File: config.mk
export PLATFORM = sky130hd
export DESIGN_NAME = program_loader
export DESIGN_NICKNAME = d
export VERILOG_FILES = /design/src/rtl/loader_pkg.sv /design/src/rtl/program_loader_byte_packer.sv /design/src/rtl/program_loader.sv
export SDC_FILE = /design/constraint.sdc
export NUM_CORES = 1
export LEC_CHECK = 0
export BUFFER_PORTS_ARGS = -buffer_cell sky130_fd_sc_hd__buf_2
export CAP_MARGIN = 15
export CELL_PAD_IN_SITES_DETAIL_PLACEMENT = 1
export CELL_PAD_IN_SITES_GLOBAL_PLACEMENT = 1
export CORE_AREA = 2 2 100 102
export CTS_CLUSTER_DIAMETER = 60
export DETAILED_ROUTE_END_ITERATION = 6
export DIE_AREA = 0 0 102 104
export GPL_TIMING_DRIVEN = 0
export PLACE_DENSITY = 0.74
export SLEW_MARGIN = 30
export SYNTH_ARGS = -nofsm -noshare
export SYNTH_HDL_FRONTEND = slang
export SYNTH_SLANG_ARGS = --single-unit
File: constraint.sdc
create_clock -name clk -period 1.4 [get_ports clk]
set_input_delay 0.35 -clock clk [delete_from_list [all_inputs] [get_ports clk]]
set_output_delay 0.35 -clock clk [all_outputs]
set_load 0.05 [all_outputs]
File: src/rtl/loader_pkg.sv
// loader_pkg: shared types and constants for the program loader.
//   state_e        loader FSM states
//   BYTES_PER_WORD bytes packed into one instruction word
//   MEM_DEPTH      instruction-memory depth in words
package loader_pkg;
   typedef enum logic [2:0] {S_IDLE, S_COUNT, S_DATA, S_WRITE, S_CHECK, S_FIN} state_e;
   localparam int BYTES_PER_WORD = 4;
   localparam int MEM_DEPTH = 256;
endpackage

File: src/rtl/program_loader_byte_packer.sv
// byte_packer: big-endian byte-to-word shift register for the program loader.
//   clk, rst       clock, asynchronous active-low reset
//   clr_i          restart packing at byte 0
//   en_i           a byte is accepted this cycle
//   byte_i         accepted byte
//   word_o         packed word, first byte in [31:24], current byte in [7:0]
//   word_ready_o   the current byte completes a word
module byte_packer
   import loader_pkg::*;
(
   input  logic        clk,
   input  logic        rst,
   input  logic        clr_i,
   input  logic        en_i,
   input  logic [7:0]  byte_i,
   output logic [31:0] word_o,
   output logic        word_ready_o
);
   logic [23:0] sr_q;
   logic [1:0]  cnt_q;
   always_ff @(posedge clk or negedge rst)
      if (!rst) begin
         sr_q  <= '0;
         cnt_q <= '0;
      end else if (clr_i) begin
         sr_q  <= '0;
         cnt_q <= '0;
      end else if (en_i) begin
         sr_q  <= {sr_q[15:0], byte_i};
         cnt_q <= cnt_q + 2'd1;
      end
   // The last byte is folded in combinationally so the word can be written
   // on the same edge that accepts it.
   assign word_o       = {sr_q, byte_i};
   assign word_ready_o = en_i && (cnt_q == 2'(BYTES_PER_WORD - 1));
endmodule

File: src/rtl/program_loader.sv
// program_loader: loads a counted byte stream into instruction memory as 32-bit words.
//   Parameters: BASE_ADDR (first word address), HOLD_AFTER_DONE (keep cpu_hold after completion)
//   clk, rst                 clock, asynchronous active-low reset
//   start                    begin a load (sampled in IDLE only)
//   in_valid, in_byte        byte stream; in_ready accepts it
//   mem_address, mem_write, mem_write_data   instruction-memory write port
//   mem_mode                 0 while loading, 1 otherwise
//   cpu_hold                 stalls the processor during a load
//   busy, done, error        status; done pulses once per load, error is sticky
//   Build option LOADER_CHECKSUM_EN: a trailing XOR checksum byte is verified.
module program_loader
   import loader_pkg::*;
#(
   parameter logic [7:0] BASE_ADDR       = 8'd0,
   parameter bit         HOLD_AFTER_DONE = 1'b0
)(
   input  logic        clk,
   input  logic        rst,
   input  logic        start,
   input  logic        in_valid,
   input  logic [7:0]  in_byte,
   output logic        in_ready,
   output logic [7:0]  mem_address,
   output logic        mem_write,
   output logic [31:0] mem_write_data,
   output logic        mem_mode,
   output logic        cpu_hold,
   output logic        busy,
   output logic        done,
   output logic        error
);
   localparam int AW = $clog2(MEM_DEPTH);
   state_e        state_q;
   logic [AW-1:0] idx_q, last_q;
   logic          in_ready_q, mem_write_q, mem_mode_q, cpu_hold_q, busy_q, done_q;
   logic [7:0]    mem_address_q;
   logic [31:0]   mem_write_data_q;
   logic [31:0]   word;
   logic          word_ready;
   byte_packer u_packer (
      .clk          (clk),
      .rst          (rst),
      .clr_i        (state_q == S_IDLE && start),
      .en_i         (state_q == S_DATA && in_valid),
      .byte_i       (in_byte),
      .word_o       (word),
      .word_ready_o (word_ready)
   );
`ifdef LOADER_CHECKSUM_EN
   logic [7:0] xor_q;
   logic       error_q;
`endif
   always_ff @(posedge clk or negedge rst)
      if (!rst) begin
         state_q          <= S_IDLE;
         idx_q            <= '0;
         last_q           <= '0;
         in_ready_q       <= 1'b0;
         mem_write_q      <= 1'b0;
         mem_address_q    <= '0;
         mem_write_data_q <= '0;
         mem_mode_q       <= 1'b1;
         cpu_hold_q       <= 1'b0;
         busy_q           <= 1'b0;
         done_q           <= 1'b0;
`ifdef LOADER_CHECKSUM_EN
         xor_q            <= '0;
         error_q          <= 1'b0;
`endif
      end else begin
         mem_write_q <= 1'b0;
         done_q      <= 1'b0;
         case (state_q)
            S_IDLE: if (start) begin
               state_q    <= S_COUNT;
               idx_q      <= '0;
               in_ready_q <= 1'b1;
               mem_mode_q <= 1'b0;
               cpu_hold_q <= 1'b1;
               busy_q     <= 1'b1;
`ifdef LOADER_CHECKSUM_EN
               xor_q      <= '0;
               error_q    <= 1'b0;
`endif
            end
            // The count byte is the index of the last word (total = N+1).
            S_COUNT: if (in_valid) begin
               state_q <= S_DATA;
               last_q  <= in_byte;
`ifdef LOADER_CHECKSUM_EN
               xor_q   <= xor_q ^ in_byte;
`endif
            end
            S_DATA: if (in_valid) begin
`ifdef LOADER_CHECKSUM_EN
               xor_q <= xor_q ^ in_byte;
`endif
               if (word_ready) begin
                  state_q          <= S_WRITE;
                  in_ready_q       <= 1'b0;
                  mem_write_q      <= 1'b1;
                  mem_address_q    <= BASE_ADDR + idx_q;
                  mem_write_data_q <= word;
               end
            end
            S_WRITE: if (idx_q != last_q) begin
               state_q    <= S_DATA;
               idx_q      <= idx_q + 1'b1;
               in_ready_q <= 1'b1;
            end else begin
`ifdef LOADER_CHECKSUM_EN
               state_q    <= S_CHECK;
               in_ready_q <= 1'b1;
`else
               state_q    <= S_FIN;
               done_q     <= 1'b1;
`endif
            end
`ifdef LOADER_CHECKSUM_EN
            S_CHECK: if (in_valid) begin
               state_q    <= S_FIN;
               in_ready_q <= 1'b0;
               done_q     <= 1'b1;
               error_q    <= in_byte != xor_q;
            end
`endif
            S_FIN: begin
               state_q    <= S_IDLE;
               mem_mode_q <= 1'b1;
               cpu_hold_q <= HOLD_AFTER_DONE;
               busy_q     <= 1'b0;
            end
            default: state_q <= S_IDLE;
         endcase
      end
   assign in_ready       = in_ready_q;
   assign mem_address    = mem_address_q;
   assign mem_write      = mem_write_q;
   assign mem_write_data = mem_write_data_q;
   assign mem_mode       = mem_mode_q;
   assign cpu_hold       = cpu_hold_q;
   assign busy           = busy_q;
   assign done           = done_q;
`ifdef LOADER_CHECKSUM_EN
   assign error = error_q;
`else
   assign error = 1'b0;
`endif
endmodule
# [Word level (Yosys, flattened, before mapping)]
# Index checks and enable logic that the tools add are counted.
[totals] ramBits=0 rom_bits=0 out_inout_bits=47 regBits=90 mem_count=0 inputBits=12 wordCells=65 latch_bits=0
[classes] n_mul=0 n_div=0 reduce_logical=14 mux=26 bitwise=0 addsub=2 shift=0 n_lt_le_gt_ge=0 eq_ne=11
[ops] op="$mux W24" n=2
[ops] op="$mux W8" n=2
[ops] op="$pmux W8 S2" n=1
[ops] op="$mux W3" n=5
[ops] op="$pmux W3 S4" n=1
[ops] op="$mux W1" n=10
[ops] op="$add A8 B1 Y8 const B" n=1
[ops] op="$ne A2 B2 Y1 const B" n=4
[ops] op="$ne A8 B8 Y1" n=1
[ops] op="$eq A3 B2 Y1 const B" n=2
[ops] op="$reduce_and A3 Y1" n=2
[ops] op="$reduce_bool A2 Y1" n=3
[ops] op="$reduce_and A5 Y1" n=1
[ops] op="$mux W2" n=2
[ops] op="$pmux W1 S2" n=2
[ops] op="$reduce_and A2 Y1" n=2
[ops] op="$reduce_and A4 Y1" n=1
[ops] op="$eq A3 B1 Y1 const B" n=1
[ops] op="$eq A3 B3 Y1 const B" n=1
[ops] op="$logic_and A1 B1 Y1" n=3
[ops] op="$logic_not A3 Y1" n=1
[ops] op="$pmux W1 S3" n=1
[ops] op="$reduce_bool A3 Y1" n=1
[ops] op="$add A2 B1 Y2 const B" n=1
[ops] op="other kinds (2)" n=2

# [Logic depth before layout (Yosys ltp)]
[logic_depth] depth_word=6 ltp_mapped=8 ltp_nobuf=5

# [By module]
# A second synthesis with hierarchy kept.
[hier_totals] cells_unflattened=300 area_unflattened_um2=3846.2
[modules_own_cells] module="program_loader" instances=1 cells_per_inst=206 seq_area_each_um2=1602.8 area_each_um2=2692.6
[modules_own_cells] module="byte_packer" instances=1 cells_per_inst=94 seq_area_each_um2=650.6 area_each_um2=1153.6

# [Least setup slack after synthesis]
# No wires, ideal clock.
[synth_timing] kind="flip-flop to flip-flop" from="reg state_q[2]" to="reg mem_address_q[0] (netlist: mem_address[0])" period_less_slack_ps=1571 setup_ps=125 stages_incl_launch_ff=8 n_path_buf=3 slack_ps=-171 t_arrival_ps=1446 t_required_ps=1275 cell_sequence="dfrtp_1 -> buf_6 -> nor2_4 -> and3_1 -> buf_4 -> nand2_4 -> buf_6 -> mux2_4"
[synth_via] elab_chain_cells=4
[synth_lines] element="from (decl)" line_no="program_loader.sv:33" text="state_e state_q;"
[synth_lines] element="from (signal assigned)" line_no="program_loader.sv:55" text="state_q <= S_IDLE;"
[synth_lines] element="from (signal assigned)" line_no="program_loader.sv:75" text="state_q <= S_COUNT;"
[synth_lines] element="from (signal assigned)" line_no="program_loader.sv:88" text="state_q <= S_DATA;"
[synth_lines] element="$eq A3 B2 Y1 (*)" line_no="program_loader.sv:44, program_loader.sv:73"
[synth_lines] element="$logic_and A1 B1 Y1" line_no="program_loader.sv:44" text=".en_i (state_q == S_DATA && in_valid),"
[synth_lines] element="$logic_and A1 B1 Y1" line_no="program_loader_byte_packer.sv:35" text="assign word_ready_o = en_i && (cnt_q == 2'(BYTES_PER_WORD - 1));"
[synth_lines] element="$reduce_and A3 Y1 (no line) (*)"
[synth_lines] element="to (signal assigned)" line_no="program_loader.sv:102" text="mem_address_q <= BASE_ADDR + idx_q;"
[synth_lines] element="to (decl)" line_no="program_loader.sv:36" text="logic [7:0] mem_address_q;"
# Mark *: on every way between the ends. The rest lies on a longest branch, timed or not.
# A chain may end at the register's enable or synchronous reset.

# [Worst setup path after layout]
[layout_timing] from="reg state_q[1]" to="reg u_packer.sr_q[19]"
[layout_via] elab_chain_cells=3 elab_cells_between_ends=6 classes_between="1 x eq/ne; 1 x mux; 4 x reduce/logical"
[layout_lines] element="$eq A3 B2 Y1 / $logic_not A3 Y1 (equally long branches)" line_no="program_loader.sv:44, program_loader.sv:43"
[layout_lines] element="$logic_and A1 B1 Y1, on equally long branches" line_no="program_loader.sv:44, program_loader.sv:43"
[layout_lines] element="$reduce_bool A2 Y1 (no line) / $mux W24 (equally long branches)"
[layout_lines] element="to (signal assigned)" line_no="program_loader_byte_packer.sv:29" text="sr_q <= {sr_q[15:0], byte_i};"
[layout_lines] element="to (decl)" line_no="program_loader_byte_packer.sv:19" text="logic [23:0] sr_q;"
# Several ways; a longest one is shown, not always the timed one.

==> impl_metrics.tcl <==
set metrics [dict create \
    period_needed_ps 1640 \
    wl_um 11100 \
    hold_viol 0 \
    die_y_um 104 \
    netlist_area_um2 3810 \
    die_w_um 102 \
    synthTopCellsByArea "dfrtp_1 58%, mux2_4 13%, a22o_1 4.1%" \
    postRouteAntennaNets 0 \
    crit_path_start_kind "register" \
    rows 36 \
    post_drt_wl_per_cell_um 20.7 \
    final_cells 538 \
    cp.arrival_ps 1890 \
    drt_iter0_markers 85 \
    ys_ff_latch 90 \
    tns_ps -14160 \
    syn_inst 277 \
    avgSynthCellArea_um2 13.7 \
    io_pins 59 \
    violations "negative setup slack" \
    slew_violations 0 \
    die_area_um2 10600 \
    synth_xor_area_share_pct 2.07 \
    cts_num_sinks 90 \
    yosysWarnings 0 \
    overflow 0 \
    synth_cell_types 35 \
    skew_ps 10.9 \
    synth_common_cells "89 x dfrtp_1, 34 x mux2_4, 32 x nand2_1, 18 x a22o_1, 12 x mux2_2" \
    synth-adder-area-share_pct 0.657 \
    vdd_drop_max_uv 1270 \
    whs_ps 257 \
    yosysMostFrequentCell "dfrtp_1" \
    gr-usage-all-layers_pct 20.2 \
    setup_slack_ps -238 \
    hold_depth 2 \
    cap_violations 0 \
    cts_tree "done" \
    initial_utilization_pct 39.9 \
    synthMuxAreaShare_pct 18.0 \
    htree_levels 3 \
    yosysTopAreaCell "dfrtp_1" \
    period_share_pct 117 \
    dp_worst_setup_slack_ps -269 \
    status "finished with violations" \
    clock.fmax_mhz 611 \
    nFillCells 959 \
    syn2layout_area_growth_pct 44.5 \
    grt_max_degree 49 \
    insertion_delay_ps 360 \
    synth_nets 291 \
    power.density_nw_per_um2 2540 \
    hold_class "in -> reg" \
    drive_gt1_share_pct 59.3 \
    r2r_cells 6 \
    numCtsBuffers 9 \
    synth-simple-area-share_pct 8.77 \
    antennaDiodeCount 0 \
    async_flop_share_pct 100 \
    grt_pass1_wl_um 16300 \
    yosysSeqAreaShare_pct 59.2 \
    final_cell_area_um2 5500 \
    first_global_vias 2936 \
    synth_edf_count 0 \
    viasPerCell 5.15 \
    rsz0062_at_grt "yes" \
    place.gp.congestion 0.743 \
    synth_compound_area_share_pct 8.05 \
    crit_path_end_kind "register" \
    clockBufferDepth 2 \
    yosys_most_used_dff "dfrtp_1" \
    p_leak_nw 2.68 \
    cts.root.buffer_cell "clkbuf_8" \
    setup_viol 86 \
    drc 0 \
    synth_top_area_share_pct 58.5 \
    path_class "reg -> reg" \
    utilization_pct 57.6 \
    core_area_um2 9550 \
    total_power_mw 14.0 \
    fin_nets 414 \
    clk_pin_slew_ps 90 \
    dp_hpwl_um 5690 \
    first_pass_iters 4 \
    dpl-instance-area_um2 4360 \
    io_buffer_count 57 \
    dp.cells 468 \
    cp.required_ps 1650 \
    vias 2773 \
    antenna_found_initial 0 \
    critPathMaxFanout 6 \
    synth_top_family_by_area "multiplexers" \
]
[per-layer routing]
layer / track usage, % / vias up / share of wire [%]
li1: - / 1222 / -
met1: 26.2 / 1455 / 42
met2: 34.4 / 75 / 52
met3: 2.89 / 21 / 3.0
met4: 6.86 / 0 / 2.6
met5: 0 / - / 0
[logic make-up after synthesis]
| group | count (synthesis) |
|---|---|
| AOI/OAI and AO/OA | 44 |
| muxes | 50 |
| xor gates and xnor gates | 9 |
| DFF | 90 |
| adders and majority gates | 2 |
| other | 1 |
| buffers and inverters | 17 |
| and+or+nand+nor | 64 |
[placed cells by master (no fill, tap or decap), types with 3 or more instances in the layout]
cell type / instances
clkbuf_4: 6
buf_2: 47
nor2_1: 5
nand2_2: 6
nor2_4: 8
mux2_4: 37
buf_6: 23
mux2_2: 9
a21oi_2: 7
dfrtp_2: 8
a21oi_1: 4
buf_12: 9
clkbuf_8: 9
xnor2_2: 7
clkbuf_1: 3
nor3_2: 4
o21ai_1: 5
mux2i_1: 4
o211ai_1: 3
buf_4: 30
buf_8: 4
dfrtp_1: 81
buf_16: 3
nand2_1: 25
a22o_1: 18
[area by class of cell]
cell class | count | area (µm²) | area share, %
buffer | 11 | 163 | 2.96
clock buffer | 12 | 135 | 2.46
clock inverter | 4 | 76.3 | 1.39
inverter | 3 | 11.3 | 0.205
multi-input combinational | 171 | 1700 | 30.9
sequential | 90 | 2260 | 41.1
tap | 133 | 166 | 3.02
timing repair buffer | 114 | 985 | 17.9
[sequential cells by signal, summed over array words and instances, names as in the netlist, 2 cells and up]
register	cells
idx_q	8
last_q	8
mem_address	8
mem_write_data	32
state_q	3
u_packer.cnt_q	2
u_packer.sr_q	24
[power breakdown]
group	switching (mW)	internal [mW]	total (mW)	leakage [nW]
logic	4.06	3.37	7.43	1.44
registers	0.900	3.66	4.56	1.14
clock network	0.954	1.01	1.97	0.101
total	5.92	8.04	14.0	2.68
[final timing paths]
path / slack, ps / end / from
max: -240 / u_packer.sr_q[19] / state_q[1]
min: 260 / mem_write_data[1] / in_byte[1]
max reg2reg: -240 / u_packer.sr_q[19] / state_q[1]
min reg2reg: 510 / mem_write_data[26] / mem_write_data[26]
max in group asynchronous: 290 / mem_mode / rst
min in group asynchronous: 470 / mem_write_data[25] / rst
[worst max-delay path, cell delays in order (launching register included)]
cell     delay (ps)
dfrtp_1         400
buf_6           140
or3b_4          390
nor2_4          180
nor2_4           80
buf_6           140
a22o_1          180
[timing repair]
item	in CTS	in global routing
endpoints found under the hold margin	42	0
hold buffers	1	0
endpoints found under the setup margin	88	93
setup buffers	33	18
gates resized for setup	58	60
pin swaps	19	27
gates cloned	4	2
Power figures use the tool's default switching activity.
